File: src/rtl/usb_rcv_ctrl.sv
// Receive control FSM for the USB receiver: frames sampled bits into bytes,
// validates SYNC, strobes the RX FIFO once per payload byte and flags framing errors.
module usb_rcv_ctrl #(
    parameter logic [7:0] SYNC_BYTE = 8'h80,
    parameter int         MAX_BYTES = 64,
    localparam int        CW        = $clog2(MAX_BYTES + 1)
) (
    input  logic          clk,
    input  logic          n_rst,
    input  logic          d_edge,
    input  logic          eop,
    input  logic          shift_enable,
    input  logic [7:0]    rcv_data,
    output logic          rcving,
    output logic          w_enable,
    output logic          r_error,
    output logic [CW-1:0] byte_cnt,
    output logic [3:0]    state_dbg
);

    typedef enum logic [3:0] {
        IDLE     = 4'd0,
        SYNC_RX  = 4'd1,
        SYNC_CHK = 4'd2,
        DATA_RX  = 4'd3,
        STORE    = 4'd4,
        EOP_WAIT = 4'd5,
        ERR_WAIT = 4'd6,
        ERR_EOP  = 4'd7,
        EIDLE    = 4'd8
    } state_t;

    localparam logic [CW-1:0] MAX_CNT = CW'(MAX_BYTES);

    state_t     state;
    state_t     next_state;
    logic [2:0] bit_cnt;
    logic       pkt_start;
    logic       counting;

    always_ff @(posedge clk or negedge n_rst) begin
        if (!n_rst) begin
            state <= IDLE;
        end else begin
            state <= next_state;
        end
    end

    always_comb begin
        next_state = state;
        pkt_start  = 1'b0;
        case (state)
            IDLE: begin
                if (d_edge) begin
                    next_state = SYNC_RX;
                    pkt_start  = 1'b1;
                end
            end
            SYNC_RX: begin
                if (shift_enable && eop)
                    next_state = ERR_EOP;
                else if (shift_enable && bit_cnt == 3'd7)
                    next_state = SYNC_CHK;
            end
            SYNC_CHK: begin
                next_state = (rcv_data == SYNC_BYTE) ? DATA_RX : ERR_WAIT;
            end
            DATA_RX: begin
                // eop on a byte boundary is a clean end; anywhere else it truncates a byte
                if (shift_enable && eop)
                    next_state = (bit_cnt == 3'd0) ? EOP_WAIT : ERR_EOP;
                else if (shift_enable && bit_cnt == 3'd7)
                    next_state = (byte_cnt == MAX_CNT) ? ERR_WAIT : STORE;
            end
            STORE: begin
                next_state = DATA_RX;
            end
            EOP_WAIT: begin
                if (d_edge)
                    next_state = IDLE;
            end
            ERR_WAIT: begin
                if (shift_enable && eop)
                    next_state = ERR_EOP;
            end
            ERR_EOP: begin
                if (d_edge)
                    next_state = EIDLE;
            end
            EIDLE: begin
                if (d_edge) begin
                    next_state = SYNC_RX;
                    pkt_start  = 1'b1;
                end
            end
            default: begin
                next_state = IDLE;
            end
        endcase
    end

    assign counting = shift_enable && (state == SYNC_RX || state == DATA_RX);

    always_ff @(posedge clk or negedge n_rst) begin
        if (!n_rst) begin
            bit_cnt <= 3'd0;
        end else if (pkt_start) begin
            bit_cnt <= 3'd0;
        end else if (counting) begin
            bit_cnt <= (bit_cnt == 3'd7) ? 3'd0 : bit_cnt + 3'd1;
        end
    end

    // STORE is only reachable below MAX_CNT, so the counter cannot wrap
    always_ff @(posedge clk or negedge n_rst) begin
        if (!n_rst) begin
            byte_cnt <= '0;
        end else if (pkt_start) begin
            byte_cnt <= '0;
        end else if (state == STORE) begin
            byte_cnt <= byte_cnt + 1'b1;
        end
    end

    always_comb begin
        rcving   = 1'b0;
        w_enable = 1'b0;
        r_error  = 1'b0;
        case (state)
            SYNC_RX, SYNC_CHK, DATA_RX, EOP_WAIT: rcving = 1'b1;
            STORE: begin
                rcving   = 1'b1;
                w_enable = 1'b1;
            end
            ERR_WAIT, ERR_EOP: begin
                rcving  = 1'b1;
                r_error = 1'b1;
            end
            EIDLE:   r_error = 1'b1;
            default: ;
        endcase
    end

    assign state_dbg = state;

endmodule

File: config.mk
export PLATFORM = sky130hd
export DESIGN_NAME = usb_rcv_ctrl
export DESIGN_NICKNAME = d
export VERILOG_FILES = /design/src/rtl/usb_rcv_ctrl.sv
export SDC_FILE = /design/constraint.sdc
export NUM_CORES = 1
export LEC_CHECK = 0
export CORE_MARGIN = 2
export CORE_UTILIZATION = 49
export DETAILED_ROUTE_END_ITERATION = 6
export GPL_ROUTABILITY_DRIVEN = 0
export HOLD_SLACK_MARGIN = 0.15
export PLACE_DENSITY = 0.83
export RECOVER_POWER = 100
export SETUP_SLACK_MARGIN = 0.15
export SLEW_MARGIN = 20
export SYNTH_ARGS = -nofsm -noshare
export SYNTH_HDL_FRONTEND = slang
export SYNTH_SLANG_ARGS = --single-unit
File: constraint.sdc
create_clock -name clk -period 3.1 [get_ports clk]
set_clock_uncertainty 0.2 [all_clocks]
set_input_delay 0.465 -clock clk [delete_from_list [all_inputs] [get_ports clk]]
set_output_delay 0.465 -clock clk [all_outputs]
set_load 0.01 [all_outputs]
==> impl_metrics.py, run 1 <==
metrics = {
    "run_status": {
        "status": "finished, final reports clean",
    },
    "routing": {
        "routed_wl_um": 2060,
        "dr.pass1.iters": 4,
        "wl_per_cell_um": 13.3,
        "num_vias": 858,
        "vias_per_cell": 5.54,
        "drt_iter0_markers": 16,
        "route.antenna.remaining_nets": 0,
        "drc": 0,
    },
    "timing": {
        "relSlewSlack_pct": 57.6,
        "tightest_slew_ns": 0.634,
        "slew_violations": 0,
        "period_share_pct": 88.4,
        "setup_slack_ns": 0.360,
        "hold_viol": 0,
        "rsz0062_at_grt": "no",
        "setup_tns_ns": 0,
        "finalSetupViolations": 0,
        "fin_crit_ns": 2.74,
        "whs_ns": 0.378,
        "fmax_mhz": 365,
    },
    "synthesis": {
        "netlist.area_leader.share_pct": 38.4,
        "netlist_instances": 105,
        "yosys_register_bits": 14,
        "netlist_area_um2": 912,
        "synth_warnings": 0,
        "synth_area_leaders": "dfrtp_1 38%, ha_1 6.9%, inv_1 3.7%, nand2_1 3.7%, nor2_1 3.7%",
        "async_reset_ff_share_pct": 100,
        "avgSynthCellArea_um2": 8.69,
        "synth_seq_area_share_pct": 38.4,
        "synth_top_area_cell": "dfrtp_1",
        "synthDistinctLibCells": 33,
        "synth_edf_count": 0,
        "synth_nets": 123,
        "ys.flop_type": "dfrtp_1",
    },
    "layout": {
        "mostFrequentLayoutCells": "15 x dlygate4sd3_1, 14 x dfrtp_1, 11 x clkdlybuf4s50_1",
        "final.fill_count": 150,
        "area_delta_synth_final_pct": 33.5,
        "antennaDiodeCount": 0,
        "drive_above_1_share_pct": 4.62,
        "fin_nets": 149,
        "layout_commonest_cell": "dlygate4sd3_1",
        "final_area_um2": 1220,
    },
    "critical_path": {
        "crit_fanout": 14,
        "crit_required_ns": 2.43,
        "crit_chain": "nor3_1 -> nand2_1 -> nand2_1 -> dlygate4sd3_1",
        "reg2reg_from": "state_dbg[0]",
        "critPathKind": "reg2out",
        "worstSetupEndpointType": "primary output",
        "crit_path_frequent_cell": "nand2_1",
        "r2r_cells": 5,
        "crit_start": "state_dbg[0]",
        "start_kind": "flip-flop",
        "max_stage_delay_ns": 0.60,
        "cp_slowest_cell": "dlygate4sd3_1",
        "critical_path_arrival_ns": 2.08,
    },
    "clock_network": {
        "cts_resized": 0,
        "hold_buffers": 0,
        "h-tree-depth": 1,
        "cts_setup_buffers": 0,
        "clk_path_buf_depth": 2,
        "cts.reportedPaths.clkPinSlew_ns": 0.09,
        "clkLatencyLatePin_ns": 0.29,
        "cts_tree": "yes",
        "cts_sinks": 14,
        "cts_buffers": 3,
        "clockRootBuffer": "clkbuf_4",
    },
    "placed_design": {
        "place_area_um2": 1180,
        "io_buffers": 26,
        "dp_hpwl_um": 1550,
        "dp_worst_setup_slack_ns": 0.741,
    },
    "die": {
        "die_h_um": 47.1,
        "die_x_um": 47.1,
        "core_area_um2": 1750,
        "dieArea_um2": 2220,
        "rows": 15,
        "start_util_pct": 52.3,
        "io_pins": 27,
    },
    "grt": {
        "grt_overflow": 0,
        "antenna_found_initial": 0,
        "grt_pass1_wl_um": 3330,
        "grt_use_total_pct": 21.5,
        "grt_pass1_vias": 780,
        "grt_max_degree": 17,
    },
    "pwr": {
        "power.density_nw_per_um2": 878,
        "power.internal_uw": 608,
        "clock_power_share_pct": 12.6,
        "swShare_pct": 43.1,
        "irDropWorstVdd_v": 0.000550,
        "seqPwrFrac_pct": 36.6,
        "leakage_uw": 0.000545,
        "p_sw_uw": 461,
        "comb_power_share_pct": 50.8,
    },
    "min_path": {
        "min_path_type": "reg2reg",
        "min_path_cells": 2,
        "min_from": "bit_cnt[0]",
    },
    "job": {
        "drv_cap": 0,
    },
}
[per-layer routing]
metal	vias to the layer above	share of wire [%]	track usage, %
li1	424	-	-
met3	7	4.7	3.46
met4	0	1.9	10.6
met5	-	0	0
met2	22	47	32.6
met1	405	46	29.9
[power groups by stage]
stage               sequential, µW  clock (µW)  combinational, µW
floorplan                      356           0                385
global placement               386           0                565
detailed placement             396           0                574
CTS                            392         138                579
global route                   408         141                606
finish                         392         134                543
[path summary, 6_finish.rpt]
kind / endpoint / slack (ns)
worst max register to register: state_dbg[1] / 0.93
min in group asynchronous: bit_cnt[2] / 0.43
worst max-delay path: r_error / 0.36
worst min-delay path: bit_cnt[0] / 0.38
max in group asynchronous: byte_cnt[6] / 1.86
worst min register to register: bit_cnt[0] / 0.38
[cell usage after synthesis, drive strengths merged, types with 2 or more instances]
master	number
dfrtp	14
ha	5
o21ai	4
nor2	9
buf	2
a21oi	5
nor2b	4
xor2	3
a31oi	3
inv	9
clkbuf	3
or3	2
xnor2	2
nand3	4
nand4	4
nand2	9
nor3	5
nor4	2
o22ai	3
[stage by stage]
stage | power (µW) | std cells | util [%]
after floorplan | 741 | 105 | -
after global placement | 950 | 151 | 67.7
after global routing | 1150 | 155 | 69.7
after detailed placement | 970 | 151 | 67.7
final | 1070 | 155 | 69.7
after CTS | 1110 | 155 | 69.8
[area by class of cell]
cell class	instances	area (µm²)	share of cell area, %
multi-input combinational	77	505	41.5
sequential	14	350	28.8
timing repair buffer	26	260	21.4
clock buffer	4	36.3	2.98
inverter	9	33.8	2.77
tap	25	31.3	2.57
[flip-flops by register name, indices dropped and copies added, names as in the netlist]
signal     flops
bit_cnt        3
byte_cnt       7
state_dbg      4
[logic make-up (layout without fill, tap and decap cells)]
kind of cell	Yosys count	count (layout)	synth area share, %
adders and majority gates	5	5	6.86
xor gates and xnor gates	5	5	4.80
and+or+nand+nor	45	45	28.0
buffers and inverters	14	39	6.04
AOI/OAI and AO/OA	21	21	14.8
muxes	1	1	1.10
DFF	14	14	38.4
[critical path, delay by kind of cell (launching register included)]
| family | cells | cell delay, ns |
|---|---|---|
| buffers and inverters | 1 | 0.60 |
| DFF | 1 | 0.55 |
| and+or+nand+nor | 3 | 0.64 |
Power figures use the tool's default switching activity.
==> inputs of run 2 (changes only) <==
- PLACE_DENSITY: 0.83 -> 0.81
==> impl_metrics.py, run 2 (synthesis gave the netlist of run 1 again) <==
metrics = {
    "pwr": {
        "leakage_uw": 0.000538,
        "swShare_pct": 43.9,
        "seqPwrFrac_pct": 37.7,
        "power.total_uw": 1040,
        "comb_power_share_pct": 52.8,
        "clock_power_share_pct": 9.5,
        "power.internal_uw": 582,
        "power.density_nw_per_um2": 863,
        "irDropWorstVdd_v": 0.000419,
        "p_sw_uw": 456,
    },
    "min_path": {
        "min_path_type": "reg2reg",
    },
    "die": {
        "rows": 15,
        "die_x_um": 47.1,
        "core_area_um2": 1750,
        "die_h_um": 47.1,
        "io_pins": 27,
        "start_util_pct": 52.3,
        "dieArea_um2": 2220,
    },
    "clock_network": {
        "clkLatencyLatePin_ns": 0.28,
        "clockRootBuffer": "clkbuf_4",
        "cts_sinks": 14,
        "cts_buffers": 3,
        "h-tree-depth": 1,
        "cts_tree": "yes",
        "clk_path_buf_depth": 2,
        "cts_resized": 0,
        "hold_buffers": 0,
        "cts.reportedPaths.clkPinSlew_ns": 0.08,
        "cts_setup_buffers": 0,
    },
    "run_status": {
        "status": "finished, final reports clean",
    },
    "critical_path": {
        "critical_path_arrival_ns": 2.07,
        "crit_required_ns": 2.43,
        "critPathKind": "reg2out",
        "rrSetupSlack_ns": 0.89,
        "start_kind": "flip-flop",
        "crit_fanout": 16,
        "worstSetupEndpointType": "primary output",
    },
    "routing": {
        "dr.pass1.iters": 4,
        "vias_per_cell": 5.45,
        "num_vias": 840,
        "drt_iter0_markers": 15,
        "wl_per_cell_um": 13.0,
        "drc": 0,
        "routed_wl_um": 2000,
        "route.antenna.remaining_nets": 0,
    },
    "placed_design": {
        "place_inst": 151,
        "io_buffers": 26,
        "dp_hpwl_um": 1520,
        "dp_worst_setup_slack_ns": 0.743,
    },
    "grt": {
        "antenna_found_initial": 0,
        "grt_overflow": 0,
        "grt_pass1_wl_um": 3190,
        "grt_max_degree": 17,
        "grt_use_total_pct": 20.5,
        "grt_pass1_vias": 726,
    },
    "timing": {
        "fin_crit_ns": 2.73,
        "rsz0062_at_grt": "no",
        "relSlewSlack_pct": 59.6,
        "fmax_mhz": 366,
        "finalSetupViolations": 0,
        "slew_violations": 0,
        "setup_tns_ns": 0,
        "tightest_slew_ns": 0.604,
        "period_share_pct": 88.2,
        "setup_slack_ns": 0.367,
        "hold_viol": 0,
    },
    "layout": {
        "mostFrequentLayoutCells": "15 x dlygate4sd3_1, 14 x dfrtp_1, 11 x clkdlybuf4s50_1",
        "fin_nets": 149,
        "final_cells": 154,
        "max_flop_register": "byte_cnt",
        "area_delta_synth_final_pct": 32.0,
        "final_core_util_pct": 69.0,
        "largest_reg_flops": 7,
        "drive_above_1_share_pct": 3.88,
        "antennaDiodeCount": 0,
        "layout_commonest_cell": "dlygate4sd3_1",
    },
    "job": {
        "drv_cap": 0,
    },
}
[run 2: critical path, cell delays in order (launching register included)]
cell and delay (ns):
dfrtp_1 0.54, nor3_1 0.48, nand2_1 0.11, nand2_1 0.07, dlygate4sd3_1 0.59
[run 2: area by class of cell]
type | instances | area (µm²)
Multi-Input combinational cell | 77 | 505
Fill cell | 153 | 542
Tap cell | 25 | 31.3
Timing Repair Buffer | 26 | 260
Clock buffer | 3 | 22.5
Inverter | 9 | 33.8
Sequential cell | 14 | 350
[run 2: metrics by stage]
| stage | hold WS [ns] | cell area, µm² |
|---|---|---|
| 2_1_floorplan | -0.0306 | 912 |
| 3_3_place_gp | 0.357 | 1180 |
| 3_5_place_dp | 0.375 | 1180 |
| 4_1_cts | 0.382 | 1200 |
| 5_1_grt | 0.431 | 1200 |
| 6_report | 0.379 | 1200 |
[run 2: worst paths after layout]
kind,from,endpoint,depth (start not counted)
max in group asynchronous,n_rst,state_dbg[1],1
worst min register to register,bit_cnt[1],bit_cnt[1],2
worst max-delay path,state_dbg[2],r_error,4
worst min-delay path,bit_cnt[1],bit_cnt[1],2
min in group asynchronous,n_rst,state_dbg[3],1
worst max register to register,state_dbg[0],state_dbg[1],5
[run 2: power groups by stage]
stage / registers, µW / logic [µW] / clock network (µW)
global placement: 387 / 565 / 0
global route: 409 / 620 / 111
floorplan: 356 / 385 / 0
CTS: 390 / 583 / 102
detailed placement: 393 / 582 / 0
finish: 392 / 548 / 98.5
[run 2: metal layers]
metal | GRT usage (%) | up-vias | part of all wire (%)
met4 | 8.33 | 0 | 1.1
met1 | 28.1 | 394 | 46
met2 | 32.9 | 20 | 49
li1 | - | 422 | -
met3 | 2.69 | 4 | 4.0
met5 | 0 | - | 0
